**src/rtl/pixel_stream_receiver_if.sv**
```systemverilog
// pixel_stream_receiver_if
// AXI4-Stream bundle carrying 32-bit RGBX pixels from a source to a sink.
// Signals:
//   tdata  [31:0] pixel {R[31:24], G[23:16], B[15:8], pad[7:0]}
//   tkeep  [3:0]  byte enables, 4'hF for a well-formed beat
//   tlast         end of frame, final pixel only
//   tuser         start of frame, pixel (0,0) only
//   tvalid        source has a beat
//   tready        sink accepts the beat
// Modports: master drives the payload and tvalid, slave drives tready.
interface pixel_stream_receiver_if;
  logic [31:0] tdata;
  logic [3:0]  tkeep;
  logic        tlast;
  logic        tuser;
  logic        tvalid;
  logic        tready;

  modport master (
    output tdata, tkeep, tlast, tuser, tvalid,
    input  tready
  );

  modport slave (
    input  tdata, tkeep, tlast, tuser, tvalid,
    output tready
  );
endinterface

```
**src/rtl/pixel_stream_receiver.sv**
```systemverilog
// pixel_stream_receiver
// AXI4-Stream video sink. Tracks the frame position from tuser/tlast,
// folds every pixel of a frame into an order-sensitive checksum and
// reports framing and keep errors.
// Ports:
//   in_stream_aclk  clock, all logic on its rising edge
//   axi_resetn      asynchronous active-low reset
//   in_stream       pixel stream (slave side)
//   enable          run request, sampled in IDLE and at frame completion
//   clear_err       clears the sticky error flags and drop_count
//   pix_x, pix_y    position of the next expected pixel
//   frame_done      one-cycle pulse per completed frame
//   frame_checksum  checksum of the last completed frame
//   frame_count     completed frames, wraps
//   drop_count      beats discarded while seeking SOF, saturates
//   err_sof         sticky: tuser seen mid-frame
//   err_eof         sticky: tlast early or missing
//   err_keep        sticky: tkeep != 4'hF on an accepted beat
//
// state       | meaning
// ------------+----------------------------------------------------
// ST_IDLE     | stopped, tready low, waiting for enable
// ST_SEEK_SOF | discarding beats until one carries tuser
// ST_IN_FRAME | receiving pixels of a frame
module pixel_stream_receiver #(
  parameter int X_SIZE = 640,
  parameter int Y_SIZE = 480
) (
  input  logic                          in_stream_aclk,
  input  logic                          axi_resetn,
  pixel_stream_receiver_if.slave        in_stream,
  input  logic                          enable,
  input  logic                          clear_err,
  output logic [9:0]                    pix_x,
  output logic [8:0]                    pix_y,
  output logic                          frame_done,
  output logic [31:0]                   frame_checksum,
  output logic [15:0]                   frame_count,
  output logic [15:0]                   drop_count,
  output logic                          err_sof,
  output logic                          err_eof,
  output logic                          err_keep
);

  typedef enum logic [1:0] {
    ST_IDLE     = 2'd0,
    ST_SEEK_SOF = 2'd1,
    ST_IN_FRAME = 2'd2
  } state_t;

  localparam logic [9:0] X_LAST = 10'(X_SIZE - 1);
  localparam logic [8:0] Y_LAST = 9'(Y_SIZE - 1);

  state_t      state, state_nxt;
  logic [31:0] acc, acc_nxt;
  logic [9:0]  pix_x_nxt;
  logic [8:0]  pix_y_nxt;
  logic        frame_done_nxt;
  logic [31:0] frame_checksum_nxt;
  logic [15:0] frame_count_nxt;
  logic [15:0] drop_count_nxt;
  logic        err_sof_nxt, err_eof_nxt, err_keep_nxt;

  logic        beat;
  logic        sof_pixel;
  logic        framed;
  logic        drop_evt;
  logic        set_sof, set_eof, set_keep;
  logic [9:0]  cur_x;
  logic [8:0]  cur_y;
  logic [31:0] acc_beat;
  logic        is_final;
  logic [15:0] drop_base;

  assign in_stream.tready = (state != ST_IDLE);
  assign beat             = in_stream.tvalid & in_stream.tready;

  // A tuser beat is pixel (0,0) whether it opens a frame or resyncs one,
  // so the position and accumulator restart from the beat itself.
  assign sof_pixel = beat & in_stream.tuser;
  assign cur_x     = sof_pixel ? 10'd0 : pix_x;
  assign cur_y     = sof_pixel ? 9'd0  : pix_y;
  assign acc_beat  = sof_pixel ? in_stream.tdata
                               : ({acc[30:0], acc[31]} ^ in_stream.tdata);
  assign is_final  = (cur_x == X_LAST) && (cur_y == Y_LAST);
  assign set_keep  = beat & (in_stream.tkeep != 4'hF);

  always_comb begin
    state_nxt          = state;
    acc_nxt            = acc;
    pix_x_nxt          = pix_x;
    pix_y_nxt          = pix_y;
    frame_done_nxt     = 1'b0;
    frame_checksum_nxt = frame_checksum;
    frame_count_nxt    = frame_count;
    framed             = 1'b0;
    drop_evt           = 1'b0;
    set_sof            = 1'b0;
    set_eof            = 1'b0;

    case (state)
      ST_IDLE: begin
        if (enable) state_nxt = ST_SEEK_SOF;
      end
      ST_SEEK_SOF: begin
        if (beat) begin
          if (in_stream.tuser) framed   = 1'b1;
          else                 drop_evt = 1'b1;
        end
      end
      ST_IN_FRAME: begin
        if (beat) begin
          framed  = 1'b1;
          set_sof = in_stream.tuser;
        end
      end
      default: state_nxt = ST_IDLE;
    endcase

    if (framed) begin
      if (is_final) begin
        // Completion wins over tlast checking: a missing tlast is only flagged.
        set_eof            = ~in_stream.tlast;
        frame_checksum_nxt = acc_beat;
        frame_done_nxt     = 1'b1;
        frame_count_nxt    = frame_count + 16'd1;
        acc_nxt            = 32'd0;
        pix_x_nxt          = 10'd0;
        pix_y_nxt          = 9'd0;
        state_nxt          = enable ? ST_SEEK_SOF : ST_IDLE;
      end else if (in_stream.tlast) begin
        set_eof   = 1'b1;
        acc_nxt   = 32'd0;
        pix_x_nxt = 10'd0;
        pix_y_nxt = 9'd0;
        state_nxt = ST_SEEK_SOF;
      end else begin
        acc_nxt   = acc_beat;
        state_nxt = ST_IN_FRAME;
        if (cur_x == X_LAST) begin
          pix_x_nxt = 10'd0;
          pix_y_nxt = cur_y + 9'd1;
        end else begin
          pix_x_nxt = cur_x + 10'd1;
          pix_y_nxt = cur_y;
        end
      end
    end

    // Set beats clear in the same cycle: the clear applies first.
    drop_base      = clear_err ? 16'd0 : drop_count;
    drop_count_nxt = (drop_evt && drop_base != 16'hFFFF) ? drop_base + 16'd1
                                                         : drop_base;
    err_sof_nxt    = (err_sof  & ~clear_err) | set_sof;
    err_eof_nxt    = (err_eof  & ~clear_err) | set_eof;
    err_keep_nxt   = (err_keep & ~clear_err) | set_keep;
  end

  always_ff @(posedge in_stream_aclk or negedge axi_resetn) begin
    if (!axi_resetn) begin
      state          <= ST_IDLE;
      acc            <= 32'd0;
      pix_x          <= 10'd0;
      pix_y          <= 9'd0;
      frame_done     <= 1'b0;
      frame_checksum <= 32'd0;
      frame_count    <= 16'd0;
      drop_count     <= 16'd0;
      err_sof        <= 1'b0;
      err_eof        <= 1'b0;
      err_keep       <= 1'b0;
    end else begin
      state          <= state_nxt;
      acc            <= acc_nxt;
      pix_x          <= pix_x_nxt;
      pix_y          <= pix_y_nxt;
      frame_done     <= frame_done_nxt;
      frame_checksum <= frame_checksum_nxt;
      frame_count    <= frame_count_nxt;
      drop_count     <= drop_count_nxt;
      err_sof        <= err_sof_nxt;
      err_eof        <= err_eof_nxt;
      err_keep       <= err_keep_nxt;
    end
  end

endmodule

```
**src/flat_wrapper.sv**
```systemverilog
// flat-port wrapper written by rule: the top's interface ports become plain ports
module pixel_stream_receiver_flat 
#(
  parameter int X_SIZE = 640,
  parameter int Y_SIZE = 480
)
  (in_stream_aclk, axi_resetn, enable, clear_err, pix_x, pix_y, frame_done, frame_checksum, frame_count, drop_count, err_sof, err_eof, err_keep, in_stream_tdata, in_stream_tkeep, in_stream_tlast, in_stream_tuser, in_stream_tvalid, in_stream_tready);
  pixel_stream_receiver_if in_stream_i ();
  input  logic in_stream_aclk;
  input  logic axi_resetn;
  input  logic enable;
  input  logic clear_err;
  output logic [9:0] pix_x;
  output logic [8:0] pix_y;
  output logic frame_done;
  output logic [31:0] frame_checksum;
  output logic [15:0] frame_count;
  output logic [15:0] drop_count;
  output logic err_sof;
  output logic err_eof;
  output logic err_keep;
  input wire logic [$bits(in_stream_i.tdata)-1:0] in_stream_tdata;
  input wire logic [$bits(in_stream_i.tkeep)-1:0] in_stream_tkeep;
  input wire logic [$bits(in_stream_i.tlast)-1:0] in_stream_tlast;
  input wire logic [$bits(in_stream_i.tuser)-1:0] in_stream_tuser;
  input wire logic [$bits(in_stream_i.tvalid)-1:0] in_stream_tvalid;
  output wire logic [$bits(in_stream_i.tready)-1:0] in_stream_tready;
  assign in_stream_i.tdata = in_stream_tdata;
  assign in_stream_i.tkeep = in_stream_tkeep;
  assign in_stream_i.tlast = in_stream_tlast;
  assign in_stream_i.tuser = in_stream_tuser;
  assign in_stream_i.tvalid = in_stream_tvalid;
  assign in_stream_tready = in_stream_i.tready;
  pixel_stream_receiver #(.X_SIZE(X_SIZE), .Y_SIZE(Y_SIZE)) u_core (.in_stream_aclk(in_stream_aclk), .axi_resetn(axi_resetn), .in_stream(in_stream_i), .enable(enable), .clear_err(clear_err), .pix_x(pix_x), .pix_y(pix_y), .frame_done(frame_done), .frame_checksum(frame_checksum), .frame_count(frame_count), .drop_count(drop_count), .err_sof(err_sof), .err_eof(err_eof), .err_keep(err_keep));
endmodule
```
**config.mk**
```make
export PLATFORM = sky130hd
export DESIGN_NAME = pixel_stream_receiver_flat
export DESIGN_NICKNAME = d
export VERILOG_FILES = /design/src/rtl/pixel_stream_receiver_if.sv /design/src/rtl/pixel_stream_receiver.sv /design/src/flat_wrapper.sv
export SDC_FILE = /design/constraint.sdc
export NUM_CORES = 1
export LEC_CHECK = 0
export CAP_MARGIN = 15
export CORE_AREA = 10 10 142 144
export CTS_BUF_LIST = sky130_fd_sc_hd__clkbuf_8
export CTS_CLUSTER_DIAMETER = 40
export DETAILED_ROUTE_END_ITERATION = 8
export DIE_AREA = 0 0 152 154
export SLEW_MARGIN = 40
export SYNTH_ARGS = -nofsm -noshare
export SYNTH_HDL_FRONTEND = slang
export SYNTH_SLANG_ARGS = --single-unit
```
**constraint.sdc**
```tcl
create_clock -name in_stream_aclk -period 8.04 [get_ports in_stream_aclk]
set_clock_uncertainty 0.05 [all_clocks]
set_input_delay 0.804 -clock in_stream_aclk [delete_from_list [all_inputs] [get_ports in_stream_aclk]]
set_output_delay 0.804 -clock in_stream_aclk [all_outputs]
set_load 0.05 [all_outputs]
```
==> run_results.csv <==
group,metric,value,unit
placed_design,gp_congestion,0.863,
sta,setup_viol,0,
sta,worstMarginPinSlew,0.764,ns
worst_setup_path,worst-path-max-fanout,41,
worst_setup_path,reg2reg_to,"u_core.pix_y[5]",
floorplan,row_count,48,
power_and_ir_drop,comb_power_share,0.287,
sta,finalMaxSlewViolations,0,
final_layout,drive_gt1_frac,0.0721,
placed_design,dp_hpwl,11500,µm
synth,synth_seq_area_share,0.509,
power_and_ir_drop,swShare,0.363,
sta,rsz0062_at_grt,"false",
clock_tree,numCtsBuffers,17,
run,cap_violations,0,
synth,syn-num-nets,667,
route,drt-total-wl,16100,µm
synth,yosysTopAreaCellShare,0.509,
global_route,grt_max_degree,72,
floorplan,die_x,152,µm
power_and_ir_drop,vdd_drop_max,0.139,mV
power_and_ir_drop,clkPwrFrac,0.294,
synth,avgSynthCellArea,9.66,µm²
sta,setup_tns,0,ns
clock_tree,clock_latency,0.45,ns
power_and_ir_drop,power_density,234,nW/µm²
worst_setup_path,r2r_start,"u_core.state[1]",
sta,slew_headroom,0.487,
route,routedWlPerCell,16.5,µm
clock_tree,cts.sink_count,121,
sta,finalCritPeriodShare,0.477,
clock_tree,cts.path.max_buffers,2,
status,status,"finished, final reports clean",
clock_tree,cts_setup_buffers,0,
synth,synth_warnings,0,
placed_design,dpl-instance-area,7460,µm²
global_route,grt_pass1_vias,4949,
floorplan,die_y,154,µm
worst_setup_path,reg2reg_depth,12,
route,dr.pass1.iters,5,
synth,synth_cell_type_count,53,
worst_setup_path,cp-endpoint,"u_core.pix_y[5]",
worst_setup_path,crit_path_start_kind,"input port",
route,drt-initial-drc-count,262,
synth,synthFlopType,"dfrtp_1",
worst_setup_path,crit_type,"input port to register",
final_layout,multi_input_area,2730,µm²
global_route,use_met1,0.173,
power_and_ir_drop,p_seq_frac,0.418,
worst_setup_path,end_kind,"register",
global_route,antenna_found_initial,1,
final_layout,n_fill_cell,1673,
final_layout,syn_to_final_growth,31.8,%
placed_design,portBuffers,130,
final_layout,layout.nets,787,
hold_path,min_path_type,"input port to async pin",
worst_setup_path,required,8.31,ns
synth,synth_edf_count,0,
final_layout,final_cell_area,7840,µm²
route,drc,0,
synth,postSynthCellCount,616,
floorplan,ios,131,
synth,yosys_register_bits,121,
floorplan,die_area,23400,µm²
global_route,track_usage,0.135,
floorplan,initial_core_util,0.346,
power_and_ir_drop,p_int,1170,µW
worst_setup_path,worstSetupStartpoint,"in_stream_tuser",
clock_tree,cts_tree,"done",
worst_setup_path,critical_path_arrival,4.10,ns
global_route,grt.overflow.total,0,
synth,synth_top_area_cell,"dfrtp_1",
clock_tree,h-tree-depth,4,
synth,yosys-top-cells-area,"dfrtp_1, nand2_1, xor2_1",
synth,synthArstFlopShare,1.00,
global_route,grtUsageMet3,0.0519,
worst_setup_path,rrSetupSlack,4.30,ns
clock_tree,hold_buffers,0,
route,num_vias,4914,
global_route,grt_busiest_layer,"met2",
final_layout,regArea,3030,µm²
final_layout,diodes,0,
synth,synth_area,5950,µm²
clock_tree,cts_root_buf,"clkbuf_8",
global_route,grtUsageMet2,0.204,
global_route,grt_pass1_wl,26200,µm
sta,fin_crit,3.83,ns
clock_tree,cts-resized-gates,0,
clock_tree,clkTransAtPathRegs,0.07,ns
sta,clock.fmax,0.261,GHz
floorplan,core_area,17200,µm²
sta,final-hold-violation-count,0,
power_and_ir_drop,p_sw,665,µW
route,drtAntennaViolNets,0,
route,vias_per_cell,5.05,
power_and_ir_drop,p_leak,0.00335,µW
## through the flow
stage | cells | hold WS, ns | total power (µW) | worst slack [ns] | utilization
global placement | 940 | 0.411 | 1290 | 3.78 | 0.432
floorplan | 616 | 0.398 | 1120 | 4.70 | -
finish | 974 | 0.305 | 1830 | 4.21 | 0.457
global route | 974 | 0.346 | 1950 | 3.96 | 0.457
CTS | 974 | 0.322 | 1860 | 4.19 | 0.457
detailed placement | 942 | 0.415 | 1310 | 3.74 | 0.434
## layout by cell type, fill, tap and decap left out, drive strengths merged, types with 13 or more instances in the layout
master / netlist / layout
nor2: 23 / 23
dfrtp: 121 / 121
clkdlybuf4s50: 0 / 128
nand2: 126 / 126
nand3: 17 / 17
o31ai: 32 / 32
inv: 17 / 20
a21oi: 14 / 14
xor2: 43 / 43
o21ai: 48 / 48
clkbuf: 24 / 19
nand4: 28 / 28
xnor2: 13 / 13
## final cells by class
cell class              count  share of cell area
flip-flops and latches    121               0.386
multi-input cells         445               0.348
repair buffers            134               0.172
well taps                 225              0.0359
clock buffers              19              0.0333
clock inverters            13              0.0164
inverters                  17             0.00814
## cell usage after synthesis, types with 13 or more instances
cell type	instances
a21oi_1	13
clkbuf_1	24
dfrtp_1	121
inv_1	17
nand2_1	126
nand3_1	17
nand4_1	26
nor2_1	23
o21ai_0	48
o31ai_1	32
xnor2_1	13
xor2_1	43
## worst min path at each step
stage | endpoint | slack, ns | cells after the start
after floorplan | u_core.acc[0] | 0.40 | 2
after global placement | u_core.acc[20] | 0.41 | 2
after detailed placement | u_core.acc[14] | 0.42 | 2
after CTS | u_core.frame_checksum[11] | 0.32 | 1
after global routing | u_core.frame_checksum[11] | 0.35 | 1
final | u_core.frame_checksum[11] | 0.31 | 1
## power by group through the flow
stage / registers (µW) / clock network (µW) / logic, µW
5_1_grt: 780 / 586 / 582
4_1_cts: 767 / 555 / 534
2_1_floorplan: 854 / 0 / 269
3_5_place_dp: 778 / 0 / 533
6_report: 767 / 540 / 527
3_3_place_gp: 774 / 0 / 520
## critical path: stages
cell and delay [ns]:
clkdlybuf4s50_1 0.48, nand3b_1 0.12, buf_4 0.39, nand2_1 0.15, inv_1 0.08, ha_1 0.28
nand4_1 0.21, nor4_4 0.60, a21o_2 0.70, or4_1 0.20, o21ai_0 0.07
## sequential cells by signal (all words and copies together), names as in the netlist
name,cells
u_core.acc,32
u_core.drop_count,16
u_core.err_eof,1
u_core.err_keep,1
u_core.err_sof,1
u_core.frame_checksum,32
u_core.frame_count,16
u_core.frame_done,1
u_core.pix_x,10
u_core.pix_y,9
u_core.state,2
## routing by layer
metal,wire length [µm],vias to the layer above
li1,-,2391
met5,13,-
met4,163,2
met3,1150,18
met1,7590,2347
met2,7130,156
## kinds of logic (layout without fill, tap and decap cells)
kind of cell	count (synthesis)	count (layout)	synth area share
and+or+nand+nor	257	257	0.217
DFF	121	121	0.509
AOI/OAI and AO/OA	114	114	0.120
xor gates and xnor gates	56	56	0.0824
buffers and inverters	50	183	0.0364
muxes	10	10	0.0183
adders and majority gates	8	8	0.0168
Power figures use the tool's default switching activity.
